`config.mk`:
```
export PLATFORM = sky130hd
export DESIGN_NAME = mem_arbiter_flat
export DESIGN_NICKNAME = d
export VERILOG_FILES = /design/src/rtl/mem_arbiter_if.sv /design/src/rtl/mem_arbiter.sv /design/src/flat_wrapper.sv
export SDC_FILE = /design/constraint.sdc
export NUM_CORES = 1
export LEC_CHECK = 0
export ABC_AREA = 0
export ABC_CLOCK_PERIOD_IN_PS = 2680
export CELL_PAD_IN_SITES_DETAIL_PLACEMENT = 1
export CELL_PAD_IN_SITES_GLOBAL_PLACEMENT = 1
export CORE_AREA = 2 2 584 586
export DETAILED_ROUTE_END_ITERATION = 10
export DIE_AREA = 0 0 586 588
export PLACE_DENSITY_LB_ADDON = 0.1
export RECOVER_POWER = 25
export SETUP_SLACK_MARGIN = 0.2
export SLEW_MARGIN = 10
export SYNTH_ARGS = -nofsm -noshare
export SYNTH_HDL_FRONTEND = slang
export SYNTH_SLANG_ARGS = --single-unit
```
`constraint.sdc`:
```
create_clock -name clk -period 2.68 [get_ports clk]
set_input_delay 0.536 -clock clk [delete_from_list [all_inputs] [get_ports clk]]
set_output_delay 0.536 -clock clk [all_outputs]
set_load 0.03 [all_outputs]
```
`src/rtl/mem_arbiter_if.sv`:
```
// mem_arbiter_if: cache-side and memory-side line transfer signals of mem_arbiter.
// slave is the arbiter's view; master is the view of the surrounding caches/memory.
interface mem_arbiter_if #(
  parameter int unsigned LINE_W = 256,
  parameter int unsigned ADDR_W = 32
) ();
  // I-side cache
  logic              i_read;
  logic [ADDR_W-1:0] i_address;
  logic [LINE_W-1:0] i_rdata;
  logic              i_resp;
  // D-side cache
  logic              d_read;
  logic              d_write;
  logic [ADDR_W-1:0] d_address;
  logic [LINE_W-1:0] d_wdata;
  logic [LINE_W-1:0] d_rdata;
  logic              d_resp;
  // Physical memory port
  logic              m_read;
  logic              m_write;
  logic [ADDR_W-1:0] m_address;
  logic [LINE_W-1:0] m_wdata;
  logic [LINE_W-1:0] m_rdata;
  logic              m_resp;

  modport slave (
    input  i_read, i_address,
    input  d_read, d_write, d_address, d_wdata,
    input  m_rdata, m_resp,
    output i_rdata, i_resp,
    output d_rdata, d_resp,
    output m_read, m_write, m_address, m_wdata
  );

  modport master (
    output i_read, i_address,
    output d_read, d_write, d_address, d_wdata,
    output m_rdata, m_resp,
    input  i_rdata, i_resp,
    input  d_rdata, d_resp,
    input  m_read, m_write, m_address, m_wdata
  );
endinterface

```
`src/rtl/mem_arbiter.sv`:
```
// mem_arbiter: shares one line-wide memory port between the I-side and D-side
// caches, one transaction at a time, with saturating contention counters.
// Optional feature macro ARB_RR_EN: round-robin conflict resolution; when
// undefined the D-side always wins a conflict.
module mem_arbiter #(
  parameter int unsigned LINE_W = 256,
  parameter int unsigned ADDR_W = 32,
  localparam int unsigned CNT_W = 32
) (
  input  logic             clk,
  input  logic             rst_n,
  mem_arbiter_if.slave     bus,
  output logic [CNT_W-1:0] cnt_i_grants,
  output logic [CNT_W-1:0] cnt_d_grants,
  output logic [CNT_W-1:0] cnt_conflicts
);

  localparam logic [CNT_W-1:0] CNT_MAX = '1;

  typedef enum logic [1:0] {
    IDLE    = 2'd0,
    SERVE_I = 2'd1,
    SERVE_D = 2'd2
  } state_t;

  typedef enum logic {
    GNT_I = 1'b0,
    GNT_D = 1'b1
  } side_t;

  state_t            state_q, state_d;
  side_t             last_grant_q;
  logic              grant_i, grant_d, conflict, done;
  logic              i_req, d_req;

  logic              m_read_q, m_write_q;
  logic [ADDR_W-1:0] m_address_q;
  logic [LINE_W-1:0] m_wdata_q;

  function automatic logic [CNT_W-1:0] sat_inc(input logic [CNT_W-1:0] v);
    return (v == CNT_MAX) ? v : v + CNT_W'(1);
  endfunction

  assign i_req = bus.i_read;
  assign d_req = bus.d_read | bus.d_write;

  // Memory request comes only from the grant latch, never from live requester inputs
  assign bus.m_read    = m_read_q;
  assign bus.m_write   = m_write_q;
  assign bus.m_address = m_address_q;
  assign bus.m_wdata   = m_wdata_q;

  // State register
  always_ff @(posedge clk or negedge rst_n) begin
    if (!rst_n) state_q <= IDLE;
    else        state_q <= state_d;
  end

  // Arbitration, next state and same-cycle response routing
  always_comb begin
    state_d     = state_q;
    grant_i     = 1'b0;
    grant_d     = 1'b0;
    conflict    = 1'b0;
    done        = 1'b0;
    bus.i_resp  = 1'b0;
    bus.d_resp  = 1'b0;
    bus.i_rdata = '0;
    bus.d_rdata = '0;
    case (state_q)
      IDLE: begin
        if (i_req && d_req) begin
          conflict = 1'b1;
`ifdef ARB_RR_EN
          if (last_grant_q == GNT_D) grant_i = 1'b1;
          else                       grant_d = 1'b1;
`else
          grant_d = 1'b1;
`endif
        end else if (i_req) begin
          grant_i = 1'b1;
        end else if (d_req) begin
          grant_d = 1'b1;
        end
        if (grant_i)      state_d = SERVE_I;
        else if (grant_d) state_d = SERVE_D;
      end
      SERVE_I: begin
        if (bus.m_resp) begin
          bus.i_resp  = 1'b1;
          bus.i_rdata = bus.m_rdata;
          done        = 1'b1;
          state_d     = IDLE;
        end
      end
      SERVE_D: begin
        if (bus.m_resp) begin
          bus.d_resp  = 1'b1;
          bus.d_rdata = bus.m_rdata;
          done        = 1'b1;
          state_d     = IDLE;
        end
      end
      default: state_d = IDLE;
    endcase
  end

  // Grant latch: capture the winner's transaction, release the memory port on completion
  always_ff @(posedge clk or negedge rst_n) begin
    if (!rst_n) begin
      last_grant_q <= GNT_I;
      m_read_q     <= 1'b0;
      m_write_q    <= 1'b0;
      m_address_q  <= '0;
      m_wdata_q    <= '0;
    end else if (grant_i) begin
      last_grant_q <= GNT_I;
      m_read_q     <= 1'b1;
      m_write_q    <= 1'b0;
      m_address_q  <= bus.i_address;
      m_wdata_q    <= '0;
    end else if (grant_d) begin
      last_grant_q <= GNT_D;
      m_read_q     <= bus.d_read;
      m_write_q    <= bus.d_write;
      m_address_q  <= bus.d_address;
      m_wdata_q    <= bus.d_wdata;
    end else if (done) begin
      m_read_q     <= 1'b0;
      m_write_q    <= 1'b0;
    end
  end

  // Saturating contention counters
  always_ff @(posedge clk or negedge rst_n) begin
    if (!rst_n) begin
      cnt_i_grants  <= '0;
      cnt_d_grants  <= '0;
      cnt_conflicts <= '0;
    end else begin
      if (grant_i)  cnt_i_grants  <= sat_inc(cnt_i_grants);
      if (grant_d)  cnt_d_grants  <= sat_inc(cnt_d_grants);
      if (conflict) cnt_conflicts <= sat_inc(cnt_conflicts);
    end
  end

  // Grant history tracks every grant in both arbitration modes
  a_last_i: assert property (@(posedge clk) disable iff (!rst_n) grant_i |=> (last_grant_q == GNT_I));
  a_last_d: assert property (@(posedge clk) disable iff (!rst_n) grant_d |=> (last_grant_q == GNT_D));
  // At most one owner completes per cycle
  a_one_resp: assert property (@(posedge clk) disable iff (!rst_n) !(bus.i_resp && bus.d_resp));

endmodule

```
`src/flat_wrapper.sv`:
```
// flat-port wrapper written by rule: the top's interface ports become plain ports
module mem_arbiter_flat 
#(
  parameter int unsigned LINE_W = 256,
  parameter int unsigned ADDR_W = 32,
  localparam int unsigned CNT_W = 32
)
  (clk, rst_n, cnt_i_grants, cnt_d_grants, cnt_conflicts, bus_i_read, bus_i_address, bus_d_read, bus_d_write, bus_d_address, bus_d_wdata, bus_m_rdata, bus_m_resp, bus_i_rdata, bus_i_resp, bus_d_rdata, bus_d_resp, bus_m_read, bus_m_write, bus_m_address, bus_m_wdata);
  mem_arbiter_if #(.LINE_W(LINE_W), .ADDR_W(ADDR_W)) bus_i ();
  input  logic clk;
  input  logic rst_n;
  output logic [CNT_W-1:0] cnt_i_grants;
  output logic [CNT_W-1:0] cnt_d_grants;
  output logic [CNT_W-1:0] cnt_conflicts;
  input wire logic [$bits(bus_i.i_read)-1:0] bus_i_read;
  input wire logic [$bits(bus_i.i_address)-1:0] bus_i_address;
  input wire logic [$bits(bus_i.d_read)-1:0] bus_d_read;
  input wire logic [$bits(bus_i.d_write)-1:0] bus_d_write;
  input wire logic [$bits(bus_i.d_address)-1:0] bus_d_address;
  input wire logic [$bits(bus_i.d_wdata)-1:0] bus_d_wdata;
  input wire logic [$bits(bus_i.m_rdata)-1:0] bus_m_rdata;
  input wire logic [$bits(bus_i.m_resp)-1:0] bus_m_resp;
  output wire logic [$bits(bus_i.i_rdata)-1:0] bus_i_rdata;
  output wire logic [$bits(bus_i.i_resp)-1:0] bus_i_resp;
  output wire logic [$bits(bus_i.d_rdata)-1:0] bus_d_rdata;
  output wire logic [$bits(bus_i.d_resp)-1:0] bus_d_resp;
  output wire logic [$bits(bus_i.m_read)-1:0] bus_m_read;
  output wire logic [$bits(bus_i.m_write)-1:0] bus_m_write;
  output wire logic [$bits(bus_i.m_address)-1:0] bus_m_address;
  output wire logic [$bits(bus_i.m_wdata)-1:0] bus_m_wdata;
  assign bus_i.i_read = bus_i_read;
  assign bus_i.i_address = bus_i_address;
  assign bus_i.d_read = bus_d_read;
  assign bus_i.d_write = bus_d_write;
  assign bus_i.d_address = bus_d_address;
  assign bus_i.d_wdata = bus_d_wdata;
  assign bus_i.m_rdata = bus_m_rdata;
  assign bus_i.m_resp = bus_m_resp;
  assign bus_i_rdata = bus_i.i_rdata;
  assign bus_i_resp = bus_i.i_resp;
  assign bus_d_rdata = bus_i.d_rdata;
  assign bus_d_resp = bus_i.d_resp;
  assign bus_m_read = bus_i.m_read;
  assign bus_m_write = bus_i.m_write;
  assign bus_m_address = bus_i.m_address;
  assign bus_m_wdata = bus_i.m_wdata;
  mem_arbiter #(.LINE_W(LINE_W), .ADDR_W(ADDR_W)) u_core (.clk(clk), .rst_n(rst_n), .bus(bus_i), .cnt_i_grants(cnt_i_grants), .cnt_d_grants(cnt_d_grants), .cnt_conflicts(cnt_conflicts));
endmodule
```
==> impl_metrics.json <==
{
  "yosysWarningCount": 0,
  "final_antenna_net_count": 0,
  "tightest_slew_ns": 1.62,
  "r2r-end": "u_core.cnt_i_grants[10]",
  "drv_cap": 1,
  "drt_pre_antenna_iters": 5,
  "cts_max_level": 2,
  "crit_buf_inv": 6,
  "drc": 0,
  "synth_area_per_cell_um2": 10.3,
  "rows": 214,
  "wl_per_cell_um": 27.7,
  "numCtsBuffers": 58,
  "core-area_um2": 338000,
  "endpoint_kind": "output pin",
  "pwr_density_cell_nw_per_um2": 979,
  "track_usage_pct": 12.1,
  "via_per_inst": 2.86,
  "critPathArrivalTime_ns": 2.34,
  "wirelength_um": 223000,
  "finalInstanceArea_um2": 50100,
  "gp_congestion": 0.820,
  "holdCritPathClass": "input pin to register",
  "nets": 4010,
  "synth_nets": 2405,
  "violations": "capacitance limit, slew limit, setup timing",
  "syn_to_final_growth_pct": 167,
  "placed_cell_area_um2": 43700,
  "crit_family": "buffers and inverters",
  "netlist_instances": 1817,
  "fin_ws_ns": -0.194,
  "vias": 23000,
  "clockBufferDepth": 3,
  "cp-start-kind": "register",
  "dp_hpwl_um": 185000,
  "ios": 1482,
  "overflow": 0,
  "fmax_ghz": 0.348,
  "synth_cell_types": 49,
  "crit_type": "register to output pin",
  "grt_pass1_vias": 24300,
  "clock_latency_ns": 0.73,
  "ys.flop_type": "dfrtp_1",
  "seq_area_frac_synth_pct": 51.8,
  "slowest_stage": "dfrtp_1",
  "holdWs_ns": 0.411,
  "cpPeakStageDelay_ns": 0.38,
  "min_to": "u_core.bus.m_address[6]",
  "ff2ff_path_depth": 13,
  "finalCriticalPeriod_ns": 2.87,
  "p_leak_nw": 21.2,
  "clkSlewWorstSetupHoldPaths_ns": 0.06,
  "rsz0062_at_grt": "yes",
  "r2r_start": "u_core.state_q[1]",
  "fillers": 38700,
  "status": "finished with violations",
  "worstPathRequired_ns": 2.14,
  "clockRootBuffer": "clkbuf_16",
  "postSynth.asyncResetShare_pct": 100,
  "hold-path-cell-count": 3,
  "fin_skew_ns": 0.0661,
  "path_cells": "inv_2, buf_6, ha_4, buf_12, buf_16, clkbuf_16, and3_4, buf_12",
  "port_buffers": 1481,
  "hold_path.startpoint": "bus_i_address[6]",
  "fin_tns_setup_ns": -55.43,
  "drt_iter0_markers": 801,
  "slew_violations": 45,
  "cpMostUsedCell": "buf_12",
  "cts_tree": "done",
  "synth-edff-count": 0,
  "period_share_pct": 107,
  "hold_violations": 0,
  "cts.sinks": 388,
  "die_w_um": 586,
  "irDropWorstVdd_uv": 570,
  "grt_max_degree": 63,
  "grt_pass1_wl_um": 275000,
  "die_area_um2": 345000,
  "synth_seq_cells": 388,
  "dieHeight_um": 588,
  "setup_violations": 477,
  "floorplan.initialDensity_pct": 5.54,
  "power_w": 0.0491,
  "r2r_slack_ns": 0.25,
  "worstPathMaxFanout": 11,
  "syn_area_um2": 18800,
  "slew_headroom_pct": -7.77,
  "antenna_found_initial": 146,
  "final_util_pct": 14.8,
  "layout-drive-gt1-share_pct": 37.1
}
==> report_power, final <==
part	leakage (nW)	switching [W]	total, W	internal, W
logic	15.4	0.0171	0.0312	0.0141
registers	4.91	0.00183	0.00996	0.00813
clock network	0.934	0.00336	0.00788	0.00452
total	21.2	0.0223	0.0491	0.0268
==> how the worst max path moves through the flow <==
| stage | endpoint | cells past startpoint | slack (ns) | from |
|---|---|---|---|---|
| after global routing | bus_d_rdata[217] | 8 | -0.37 | u_core.state_q[0] |
| after detailed placement | u_core.cnt_conflicts[21] | 6 | -0.1 | bus_i_read |
| final | bus_d_rdata[76] | 8 | -0.19 | u_core.state_q[0] |
| after floorplan | u_core.cnt_conflicts[26] | 7 | 0.35 | u_core.cnt_conflicts[0] |
| after CTS | bus_i_rdata[54] | 7 | -0.36 | u_core.state_q[1] |
| after global placement | u_core.cnt_conflicts[19] | 6 | -0.12 | bus_d_write |
==> logic make-up (layout without fill, tap and decap cells) <==
kind of cell             count (synthesis)  after routing  share of synthesized area (%)
AND/OR/NAND/NOR                        817            817                           25.1
flip-flops                             388            388                           51.8
AO/OA/AOI/OAI                          318            318                           14.3
buffers and inverters                  196           1844                           4.03
XOR/XNOR                                85             85                           3.97
multiplexers                             7              7                          0.420
adder cells (fa/ha/maj)                  6              6                          0.400
other                                    0             35                              0
==> state kept, by name, summed over array words and instances (netlist names) <==
register / cells
u_core.cnt_conflicts: 32
u_core.state_q: 2
u_core.cnt_i_grants: 32
u_core.cnt_d_grants: 32
u_core.bus.m_write: 1
u_core.bus.m_read: 1
u_core.bus.m_wdata: 256
u_core.bus.m_address: 32
==> cell usage in the layout (no fill, tap or decap), types with 52 or more instances in the layout <==
master and n:
clkdlybuf4s50_1 863, buf_12 409, dfrtp_1 388, and3_4 382
a22o_1 246, buf_6 152, nand2_1 136, buf_4 134
and3_1 129, dlymetal6s2s_1 102, clkbuf_16 87, xnor2_1 52
==> per-layer routing <==
layer | global-route usage [%] | share of wire, % | up-vias
li1 | - | - | 10000
met1 | 12.7 | 36 | 11500
met2 | 22.5 | 52 | 1112
met3 | 4.90 | 9.4 | 329
met4 | 2.27 | 2.3 | 44
met5 | 0 | 0.12 | -
==> Yosys cell counts, types with 9 or more instances <==
master	instances	area share [%]
a21oi_1	17	0.45
a22o_1	246	11
a22oi_1	32	1.3
and3_1	526	18
buf_2	16	0.43
clkbuf_1	166	3.3
dfrtp_1	388	52
inv_1	9	0.18
nand2_1	138	2.8
nand3_1	35	0.93
nand4_1	30	1.0
nor2_1	28	0.56
nor3_1	17	0.45
xnor2_1	54	2.5
xor2_1	31	1.4
==> worst register-to-register path: cells and delay by family (launching register included) <==
family / cells / cell delay (ns)
fa+ha+maj: 1 / 0.16
xor+xnor: 1 / 0.14
flops: 1 / 0.41
simple gates: 3 / 0.53
buf+inv: 7 / 0.94
compound gates: 1 / 0.15
==> final cells by class <==
cell class	instances	area (um2)	area share, %
Antenna cell	35	87.6	0.175
Clock buffer	87	1720	3.43
Clock inverter	16	189	0.377
Inverter	9	33.8	0.0674
Multi-Input combinational cell	1233	10400	20.7
Sequential cell	388	9710	19.4
Tap cell	4536	5680	11.3
Timing Repair Buffer	1732	22300	44.5
==> repair_timing <==
item | 4_1_cts | 5_1_grt
cloned | 12 | 37
setup endpoints to repair | 682 | 714
buffers inserted | 14 | 22
pin swaps | 18 | 31
gates resized for setup | 462 | 609
endpoints found under the hold margin | 33 | 0
hold buffers | 1 | 0
==> metrics by stage <==
stage / setup slack [ns] / instances
detailed placement: -0.0961 / 7812
global placement: -0.120 / 7812
floorplan: 0.349 / 1817
finish: -0.194 / 8036
global route: -0.368 / 8013
CTS: -0.363 / 7942
No activity file was read; power rests on OpenSTA's default activity.
